### config.mk
export PLATFORM = sky130hd
export DESIGN_NAME = interrupter
export DESIGN_NICKNAME = d
export VERILOG_FILES = /design/src/rtl/drsstc_pkg.sv /design/src/rtl/tick_gen.sv /design/src/rtl/interrupter.sv
export SDC_FILE = /design/constraint.sdc
export NUM_CORES = 1
export LEC_CHECK = 0
export ABC_CLOCK_PERIOD_IN_PS = 11700
export BUFFER_PORTS_ARGS = -buffer_cell sky130_fd_sc_hd__buf_4
export CAP_MARGIN = 20
export CORE_MARGIN = 8
export CORE_UTILIZATION = 60
export DETAILED_ROUTE_END_ITERATION = 7
export GPL_ROUTABILITY_DRIVEN = 1
export PLACE_DENSITY = 0.79
export SYNTH_ARGS = -nofsm -noshare
export SYNTH_HDL_FRONTEND = slang
export SYNTH_HIERARCHICAL = 1
export SYNTH_SLANG_ARGS = --single-unit
### constraint.sdc
create_clock -name clk -period 11.7 [get_ports clk]
set_input_delay 0.585 -clock clk [delete_from_list [all_inputs] [get_ports clk]]
set_output_delay 0.585 -clock clk [all_outputs]
set_load 0.01 [all_outputs]
### src/rtl/drsstc_pkg.sv
// Shared types, field positions and clamp arithmetic for the DRSSTC interrupter.
package drsstc_pkg;

   typedef enum logic [1:0] {
      IDLE = 2'd0,
      ON   = 2'd1,
      OFF  = 2'd2
   } intr_state_t;

   localparam int unsigned STORAGE_W = 16;
   localparam int unsigned CODE_W    = 8;
   localparam int unsigned TICKS_W   = 12;
   localparam int unsigned ON_MSB    = 15;
   localparam int unsigned ON_LSB    = 8;
   localparam int unsigned PER_MSB   = 7;
   localparam int unsigned PER_LSB   = 0;

   // Period length in ticks; 8-bit code shifted into a 12-bit tick count.
   function automatic logic [TICKS_W-1:0] calc_period(input logic [CODE_W-1:0] per_code,
                                                      input int unsigned       shift);
      return TICKS_W'(per_code) << shift;
   endfunction

   // On-time clamped so that at least min_off ticks of every period stay low.
   function automatic logic [TICKS_W-1:0] calc_on_eff(input logic [CODE_W-1:0]  on_code,
                                                      input logic [TICKS_W-1:0] period_ticks,
                                                      input logic [TICKS_W-1:0] min_off);
      logic [TICKS_W-1:0] room;
      if (period_ticks <= min_off) begin
         return '0;
      end
      room = period_ticks - min_off;
      return (TICKS_W'(on_code) < room) ? TICKS_W'(on_code) : room;
   endfunction

endpackage

### src/rtl/tick_gen.sv
// Free-running timing-tick prescaler with a synchronous clear.
module tick_gen #(
   parameter int unsigned TICK_DIV = 50
) (
   input  logic clk,
   input  logic rst,
   input  logic clr_i,
   output logic tick_o
);

   localparam int unsigned PW = (TICK_DIV > 2) ? $clog2(TICK_DIV) : 1;

   logic [PW-1:0] cnt_q, cnt_d;
   logic          tick_q;

   // Next prescaler value: wrap at TICK_DIV-1, restart on clear.
   always_comb begin
      cnt_d = cnt_q + PW'(1);
      if (clr_i || (cnt_q == PW'(TICK_DIV - 1))) begin
         cnt_d = '0;
      end
   end

   // Tick is registered and high while the counter sits at its last value.
   always_ff @(posedge clk) begin
      if (rst) begin
         cnt_q  <= '0;
         tick_q <= 1'b0;
      end else begin
         cnt_q  <= cnt_d;
         tick_q <= (cnt_d == PW'(TICK_DIV - 1));
      end
   end

   assign tick_o = tick_q;

endmodule

### src/rtl/interrupter.sv
// DRSSTC interrupter: double-buffers (on-time, period) words and generates the gate pulse train.
module interrupter
   import drsstc_pkg::*;
#(
   parameter int unsigned TICK_DIV      = 50,
   parameter int unsigned PERIOD_SHIFT  = 4,
   parameter int unsigned MIN_OFF_TICKS = 64
) (
   input  logic                 clk,
   input  logic                 rst,
   input  logic [STORAGE_W-1:0] storage,
   input  logic                 is_data_ready,
   input  logic                 enable,
   output logic                 pulse_out,
   output logic                 pulse_start,
   output logic                 cfg_valid
);

   localparam logic [TICKS_W-1:0] MIN_OFF = TICKS_W'(MIN_OFF_TICKS);

   intr_state_t          state_q, state_d;
   logic                 rdy_q;
   logic [STORAGE_W-1:0] pending_q, pending_d;
   logic [STORAGE_W-1:0] active_q, active_d;
   logic                 pend_q, pend_d;
   logic [TICKS_W-1:0]   tick_cnt_q, tick_cnt_d;
   logic                 pulse_out_q, pulse_start_q, cfg_valid_q, cfg_valid_d;
   logic                 start_c, load_c, edge_c, clr_c, tick_c;
   logic [TICKS_W-1:0]   act_per_c, act_on_c, pend_per_c, pend_on_c, next_on_c;

   tick_gen #(.TICK_DIV(TICK_DIV)) u_tick_gen (
      .clk   (clk),
      .rst   (rst),
      .clr_i (clr_c),
      .tick_o(tick_c)
   );

   assign edge_c     = is_data_ready & ~rdy_q;
   assign act_per_c  = calc_period(active_q[PER_MSB:PER_LSB], PERIOD_SHIFT);
   assign act_on_c   = calc_on_eff(active_q[ON_MSB:ON_LSB], act_per_c, MIN_OFF);
   assign pend_per_c = calc_period(pending_q[PER_MSB:PER_LSB], PERIOD_SHIFT);
   assign pend_on_c  = calc_on_eff(pending_q[ON_MSB:ON_LSB], pend_per_c, MIN_OFF);
   assign next_on_c  = pend_q ? pend_on_c : act_on_c;
   assign clr_c      = start_c && (state_q == IDLE);

   // Next-state, buffer loading and pulse timing.
   always_comb begin
      state_d     = state_q;
      tick_cnt_d  = tick_cnt_q;
      active_d    = active_q;
      cfg_valid_d = cfg_valid_q;
      load_c      = 1'b0;
      start_c     = 1'b0;
      pending_d   = edge_c ? storage : pending_q;

      case (state_q)
         IDLE: begin
            if (pend_q) begin
               load_c      = 1'b1;
               active_d    = pending_q;
               cfg_valid_d = (pend_on_c != '0);
            end
            if (enable && (next_on_c != '0)) begin
               state_d    = ON;
               tick_cnt_d = '0;
               start_c    = 1'b1;
            end
         end
         ON: begin
            if (tick_c) begin
               tick_cnt_d = tick_cnt_q + TICKS_W'(1);
               if (tick_cnt_q == act_on_c - TICKS_W'(1)) begin
                  state_d = OFF;
               end
            end
         end
         OFF: begin
            if (tick_c) begin
               tick_cnt_d = tick_cnt_q + TICKS_W'(1);
               if (tick_cnt_q == act_per_c - TICKS_W'(1)) begin
                  tick_cnt_d  = '0;
                  cfg_valid_d = (next_on_c != '0);
                  if (pend_q) begin
                     load_c   = 1'b1;
                     active_d = pending_q;
                  end
                  if (next_on_c != '0) begin
                     state_d = ON;
                     start_c = 1'b1;
                  end else begin
                     state_d = IDLE;
                  end
               end
            end
         end
         default: begin
            state_d = IDLE;
         end
      endcase

      // Disarm wins over everything but keeps any pending word.
      if (!enable) begin
         state_d    = IDLE;
         tick_cnt_d = '0;
         start_c    = 1'b0;
      end

      // A fresh edge survives a same-cycle load and waits for the next one.
      pend_d = edge_c ? 1'b1 : (load_c ? 1'b0 : pend_q);
   end

   // State and output registers.
   always_ff @(posedge clk) begin
      if (rst) begin
         state_q       <= IDLE;
         rdy_q         <= 1'b0;
         pending_q     <= '0;
         active_q      <= '0;
         pend_q        <= 1'b0;
         tick_cnt_q    <= '0;
         pulse_out_q   <= 1'b0;
         pulse_start_q <= 1'b0;
         cfg_valid_q   <= 1'b0;
      end else begin
         state_q       <= state_d;
         rdy_q         <= is_data_ready;
         pending_q     <= pending_d;
         active_q      <= active_d;
         pend_q        <= pend_d;
         tick_cnt_q    <= tick_cnt_d;
         pulse_out_q   <= (state_d == ON);
         pulse_start_q <= start_c;
         cfg_valid_q   <= cfg_valid_d;
      end
   end

   assign pulse_out   = pulse_out_q;
   assign pulse_start = pulse_start_q;
   assign cfg_valid   = cfg_valid_q;

endmodule

After elaboration in Yosys (flattened, before gate mapping) --
Cells that the tools add are included.
Word-level totals: flip-flop bits (word level) 58, bits of input ports 20, output and inout port bits 3
Cells by class: $add $sub $neg 6, order comparisons 4, equal/unequal tests 12, muxes and demuxes 43, bitwise logic cells 3, reduce and logical (&&, ||, !) cells 13
Operators by type and width (number):
- $mux W12 | 11
- $mux W16 | 3
- $pmux W12 S3 | 1
- $pmux W16 S2 | 1
- $eq A12 B12 Y1 | 2
- $le A12 B7 Y1 const B | 2
- $lt A8 B12 Y1 | 2
- $reduce_bool A12 Y1 | 2
- $sub A12 B1 Y12 const B | 2
- $sub A12 B7 Y12 const B | 2
- $mux W1 | 16
- $add A12 B1 Y12 const B | 1
- $eq A6 B6 Y1 const B | 2
- $mux W2 | 6
- $reduce_and A4 Y1 | 2
- $add A6 B1 Y6 const B | 1
- $mux W6 | 1
- $ne A2 B1 Y1 const B | 3
- $pmux W1 S2 | 3
- $pmux W2 S3 | 1
- $eq A2 B1 Y1 const B | 2
- $ne A2 B2 Y1 const B | 2
- $reduce_bool A2 Y1 | 2
- $reduce_and A3 Y1 | 1
- other kinds (8) | 10

Longest topological paths before layout --
Gate-level depths: netlist of run 1.
depth after elaboration 15, depth in mapped cells 18, depth with buffers taken out 17

Hierarchy --
The synthesis of run 1 kept the hierarchy.
By module, submodules not included:
- interrupter | times used 1, cells an instance 455, area an instance 3530.9 um2
- tick_gen | times used 1, cells an instance 31, area an instance 294.0 um2

Worst setup path before layout of run 1 --
No wires, ideal clock.
kind register -> register, from register active_q[2], to register state_q[0], setup time 0.125 ns, data arrival time 3.612 ns, setup slack 7.963 ns, stages on the path, launching flop included 19, path buffers 1, period minus slack after synthesis 3.737 ns, cells stage by stage dfxtp_1 -> buf_6 -> inv_1 -> ha_1 -> ha_1 -> or3_1 -> nand4_4 -> nor3_4 -> nor2_1 -> nand2_1 -> ha_1 -> xnor2_1 -> xnor2_1 -> nor3b_1 -> o21ai_0 -> a2111oi_1 -> o211ai_1 -> o311ai_1 -> a21boi_1
Between the ends: word-level cells in the longest chain between the ends 11, elaborated cells between the ends (all ways) 21
RTL lines:
- start, declared | RTL line interrupter.sv:24 | logic [STORAGE_W-1:0] active_q, active_d;
- start signal, assigned | RTL line interrupter.sv:128 | active_q <= active_d;
- branches (longest 9 deep; another with $sub A12 B7 Y12)
- $pmux W2 S3 * | RTL line interrupter.sv:56 | case (state_q)
- $mux W2 * | RTL line interrupter.sv:102 | if (!enable) begin
- end signal, assigned | RTL line interrupter.sv:125 | state_q <= state_d;
- end, declared | RTL line interrupter.sv:21 | intr_state_t state_q, state_d;
Every way passes the cells marked *. A chain may end at the register's enable or synchronous reset.

Final worst setup path of run 1 --
Same ends and word-level chain as after synthesis.

==> reports/metrics.csv, run 1 <==
metric,value,unit
grt_pass1_vias,3403,
final_common_cell,dfxtp_1,
cp-start-kind,flop,
grt_pass1_wl,15700,um
final_cell_mix,"dfxtp_1, nor2_1, nand2_1",
gp_congestion,0.901,
antenna_found_initial,0,
drive_above_1_share,12.4,%
drc_errors,0,
start_util,61.3,%
cts_hold_buf,0,
cp_top_family,compound AO/OA/AOI/OAI gates,
ff_latch_area,1160,um^2
skew,0.0117,ns
netlist_instances,486,
totalNegativeSetupSlack,0,ns
avgSynthCellArea,7.87,um^2
clk_latency,0.34,ns
crit_path_top_delay_cell,dfxtp_1,
crit_chain,inv_1 -> ha_1 -> ha_1 -> or3_1 -> nand4_4 -> nor3_4 -> nor2_1 -> nand2_1 -> ha_1 -> xnor2_1 -> xnor2_1 -> nor3b_1 -> o21ai_0 -> a2111oi_1 -> o211ai_1 -> o311ai_1 -> a21boi_1,
cts_resized,0,
required,11.92,ns
comb_power_share,12.4,%
p_sw,0.116,mW
crit_top_cell,ha_1,
io_pins,23,
async_reset_ff_share,0,%
root_buffer,clkbuf_8,
routed_wirelength,8920,um
hp-class,flop to flop,
pwr_density_cell,106,nW/um^2
p_clk_share,40.2,%
worstPathArrival,4.51,ns
cts_inserted_buffers,9,
grt_max_degree,38,
cts_buffer_depth,2,
synth.distinct_cells,64,
internal-power,0.330,mW
slew_violations,0,
io_buffers,22,
place_hpwl,6630,um
max_cap_viol_count,0,
rsz0062_at_grt,no,
fin_nets,537,
cts_setup_buffers,0,
area_growth,9.85,%
placementRows,29,
ctsHtreeMaxLevel,3,
relSlewSlack,34.6,%
switching_share,26.0,%
cts_tree,yes,
finalSetupViolCount,0,
crit_type,flop to flop,
fill_cells,527,
drtIter0Drc,216,
fmax,233,MHz
core,6240,um^2
ys_warn_count,6,
synth.net_count,526,
worst_pin_slew,0.979,ns
dr.pass1.iters,5,
clk_pin_slew_worst_paths,0.07,ns
fp.dieH,95.8,um
max_stage_delay,0.52,ns
die_x,95.8,um
postRouteAntennaNets,0,
status,completed,
cp_max_fo,10,
cellLeakagePower,1.62,nW
cp_num_buf_inv,1,
synth-edff-count,0,
num_antenna_cells,0,
clock-sinks,58,
overflow,0,
ir_worst_vdd,0.0919,mV
synth_flop_cell,dfxtp_1,
period_needed,4.29,ns
netlist_area,3820,um^2
dieArea,9190,um^2
end_kind,flop,
p_seq_share,47.4,%
via_per_inst,6.15,
wl_per_cell,15.4,um
yosysSeqAreaShare,30.4,%
grt_usage,21.2,%
multi_input_area,2510,um^2
fin_total_pwr,0.446,mW
ys_ff_latch,58,
hold_viol_final,0,
vias,3554,
post-route-period-util,36.6,%
## cell usage after synthesis (all sizes together), types with 4 or more instances
master  instances  area share, %
nand4           4            1.0
mux2i          18            5.0
ha             20            6.5
xnor2          14            3.2
clkbuf         22            2.2
nor2           56            5.5
nor3           14            2.3
nand2b          9            1.5
nand3b          4           0.79
xor2            9            2.1
a21o            5           0.98
dfxtp          58             30
o31ai           5           0.98
a21oi          43            5.7
o21ai          34            4.6
nand3          19            2.6
nor4            9            1.8
nand2          48            4.7
or2             4           0.65
a21boi          6            1.2
a31oi           5           0.98
nand4b          7            1.6
inv            14            1.4
and3           10            1.6
nor2b           7            1.1
o21a            4           0.79
## kinds of logic (layout without fill, tap and decap cells)
| kind of cell | after synthesis | in the layout | synth area share [%] |
|---|---|---|---|
| and+or+nand+nor | 206 | 206 | 28.6 |
| xor gates and xnor gates | 23 | 23 | 5.27 |
| adders and majority gates | 20 | 20 | 6.54 |
| DFF | 58 | 58 | 30.4 |
| muxes | 19 | 19 | 5.33 |
| buffers and inverters | 39 | 54 | 4.09 |
| AOI/OAI and AO/OA | 121 | 121 | 19.9 |
## path summary, 6_finish.rpt
check                                     to                       start  slack [ns]  cells past startpoint
hold / removal    pending_q[10]$_SDFFE_PP0P_  pending_q[10]$_SDFFE_PP0P_        0.47                      2
setup reg to reg       state_q[0]$_SDFF_PP0_    active_q[2]$_SDFFE_PP0P_        7.41                     17
hold reg to reg   pending_q[10]$_SDFFE_PP0P_  pending_q[10]$_SDFFE_PP0P_        0.47                      2
setup / recovery       state_q[0]$_SDFF_PP0_    active_q[2]$_SDFFE_PP0P_        7.41                     17
## routing by layer
metal	GRT usage (%)	share of wire [%]	vias up
met5	0	0	-
li1	-	-	1760
met3	3.98	4.2	18
met1	26.9	47	1678
met4	10.5	2.4	0
met2	33.8	46	98
## worst register-to-register path: stages, from the launching register on
cell and delay (ns):
dfxtp_1 0.52, inv_1 0.16, ha_1 0.39, ha_1 0.25, or3_1 0.38, nand4_4 0.15
nor3_4 0.08, nor2_1 0.19, nand2_1 0.08, ha_1 0.27, xnor2_1 0.29, xnor2_1 0.10
nor3b_1 0.16, o21ai_0 0.11, a2111oi_1 0.36, o211ai_1 0.23, o311ai_1 0.33, a21boi_1 0.11
## area by class of cell
cell class                      instances  area share, %
Clock buffer                           12           3.45
Clock inverter                          3          0.953
Inverter                               14           1.25
Multi-Input combinational cell        389           59.8
Sequential cell                        58           27.6
Tap cell                               77           2.29
Timing Repair Buffer                   25           4.65
## state kept, by name (all words and copies together) (netlist names)
name,cells
active_q,16
pending_q,16
tick_cnt_q,12
u_tick_gen/cnt_q,6
state_q,2
cfg_valid,1
pend_q,1
pulse_out,1
pulse_start,1
rdy_q,1
u_tick_gen/tick_o,1
## power by group through the flow
stage / sequential (mW) / combinational, mW / clock, mW
after global routing: 0.212 / 0.0618 / 0.193
after global placement: 0.215 / 0.0523 / 0
final: 0.211 / 0.0553 / 0.179
after floorplan: 0.213 / 0.0410 / 0
after CTS: 0.211 / 0.0547 / 0.182
after detailed placement: 0.216 / 0.0544 / 0
## stage by stage
step | util (%) | cells | hold WS, ns | setup slack, ns | cell area [um^2]
finish | 67.3 | 578 | 0.474 | 7.41 | 4200
global route | 67.3 | 578 | 0.492 | 7.04 | 4200
CTS | 67.1 | 577 | 0.473 | 7.45 | 4190
detailed placement | 64.1 | 562 | 0.468 | 7.50 | 4000
global placement | 64.1 | 562 | 0.462 | 7.71 | 4000
floorplan | - | 486 | 0.449 | 7.96 | 3820
No activity file was read; power rests on OpenSTA's default activity.
==> run 2: changes to the inputs <==
--- a/config.mk
+++ b/config.mk
@@ -5,7 +5,7 @@
 export SDC_FILE = /design/constraint.sdc
 export NUM_CORES = 1
 export LEC_CHECK = 0
-export ABC_CLOCK_PERIOD_IN_PS = 11700
+export ABC_CLOCK_PERIOD_IN_PS = 4000
 export BUFFER_PORTS_ARGS = -buffer_cell sky130_fd_sc_hd__buf_4
 export CAP_MARGIN = 20
 export CORE_MARGIN = 8
==> constraint.sdc (replaced) <==
create_clock -name clk -period 4 [get_ports clk]
set_input_delay 0.2 -clock clk [delete_from_list [all_inputs] [get_ports clk]]
set_output_delay 0.2 -clock clk [all_outputs]
set_load 0.01 [all_outputs]
==> reports/metrics.csv, run 2 (synthesis results as in run 1) <==
metric,value,unit
cellLeakagePower,1.66,nW
period_needed,3.63,ns
io_buffers,22,
postRouteAntennaNets,0,
start_util,61.3,%
cp_num_buf_inv,1,
cp_top_family,compound AO/OA/AOI/OAI gates,
routed-wl-met2,4390,um
worstPathArrival,3.87,ns
met1_length,4260,um
finalSetupViolCount,0,
num_antenna_cells,0,
root_buffer,clkbuf_8,
grt_pass1_wl,16100,um
rsz0062_at_grt,no,
top_layer,met4,
fp.dieH,95.8,um
grt_pass1_vias,3530,
crit_chain,inv_1 -> ha_4 -> ha_2 -> or3_1 -> nand4_4 -> nor3_4 -> nor2_2 -> nand2_1 -> ha_2 -> xnor2_2 -> xnor2_1 -> nor3b_1 -> o21ai_0 -> a2111oi_1 -> o211ai_1 -> o311ai_1 -> a21boi_1,
ctsHtreeMaxLevel,3,
cp_max_fo,5,
overflow,0,
cts_setup_buffers,0,
dieArea,9190,um^2
placementRows,29,
max_stage_delay,0.37,ns
clk_latency,0.35,ns
cp-start-kind,flop,
cts_buffer_depth,2,
status,completed,
routed_wirelength,9380,um
clk_pin_slew_worst_paths,0.07,ns
drive_above_1_share,15.0,%
dp.cells,567,
fmax,275,MHz
core,6240,um^2
final_cell_mix,"dfxtp_1, nor2_1, nand2_1",
required,4.24,ns
via_per_inst,6.20,
final_core_util,68.8,%
crit_top_cell,ha_2,
relSlewSlack,35.3,%
final_common_cell,dfxtp_1,
area_growth,12.2,%
fill_cells,508,
post-route-period-util,90.8,%
place_ws,0.00793,ns
grt_max_degree,38,
hold_viol_final,0,
worst_slack,0.370,ns
end_kind,flop,
drtIter0Drc,321,
max_cap_viol_count,0,
grt_usage,21.8,%
gp_congestion,0.977,
antenna_found_initial,0,
hp-class,input port to flop,
vias,3615,
finalNonFillerCells,583,
crit_type,flop to flop,
die_x,95.8,um
totalNegativeSetupSlack,0,ns
ir_worst_vdd,0.284,mV
crit_path_top_delay_cell,dfxtp_2,
ff_latch_area,1160,um^2
cts_tree,yes,
fin_nets,541,
wl_met3,558,um
skew,0.0110,ns
slew_violations,0,
worst_pin_slew,0.968,ns
clock-sinks,58,
wl_per_cell,16.1,um
io_pins,23,
place_hpwl,6790,um
drc_errors,0,
cts_inserted_buffers,9,
reg_top3,"active_q x16, pending_q x16, tick_cnt_q x12",
multi_input_area,2540,um^2
pwr_density_cell,324,nW/um^2
dr.pass1.iters,5,
-- run 2: area by class of cell --
type	instances	area share (%)
Timing Repair Buffer	29	5.07
Clock buffer	11	3.29
Inverter	14	1.22
Clock inverter	5	1.81
Multi-Input combinational cell	389	59.3
Tap cell	77	2.24
Sequential cell	58	27.1
-- run 2: routing by layer --
metal  vias to the layer above  global-route usage, %
li1                       1770                      -
met2                       146                   34.5
met5                         -                      0
met3                        22                   4.37
met1                      1677                   27.8
met4                         0                   9.99
-- run 2: path summary, 6_finish.rpt --
path,from,depth (start not counted),slack [ns],to
worst max-delay path,active_q[3]$_SDFFE_PP0P_,17,0.37,state_q[0]$_SDFF_PP0_
worst min-delay path,is_data_ready,2,0.09,rdy_q$_SDFF_PP0_
worst max register to register,active_q[3]$_SDFFE_PP0P_,17,0.37,state_q[0]$_SDFF_PP0_
worst min register to register,pending_q[10]$_SDFFE_PP0P_,2,0.48,pending_q[10]$_SDFFE_PP0P_
-- run 2: where the power goes --
group | switching (mW) | total, mW | internal, mW
combinational | 0.0933 | 0.164 | 0.0710
clock | 0.243 | 0.608 | 0.366
sequential | 0.0230 | 0.618 | 0.595
-- run 2: worst register-to-register path, cell delays in order, from the launching register on --
cell and delay [ns]:
dfxtp_2 0.37, inv_1 0.11, ha_4 0.25, ha_2 0.21
or3_1 0.37, nand4_4 0.16, nor3_4 0.05, nor2_2 0.15
nand2_1 0.08, ha_2 0.24, xnor2_2 0.22, xnor2_1 0.09
nor3b_1 0.17, o21ai_0 0.12, a2111oi_1 0.35, o211ai_1 0.21
o311ai_1 0.27, a21boi_1 0.10
-- run 2: timing repair --
action	4_1_cts	5_1_grt
hold buffers	0	0
endpoints found under the hold margin	0	0
endpoints found under the setup margin	0	3
resized for setup	0	8
-- run 2: per-stage QoR --
stage | area (um^2) | hold slack [ns] | power (mW)
floorplan | 3820 | 0.328 | 0.743
global placement | 4040 | 0.435 | 0.785
detailed placement | 4040 | 0.445 | 0.791
CTS | 4260 | 0.0843 | 1.39
global route | 4290 | 0.0957 | 1.44
finish | 4290 | 0.0905 | 1.39
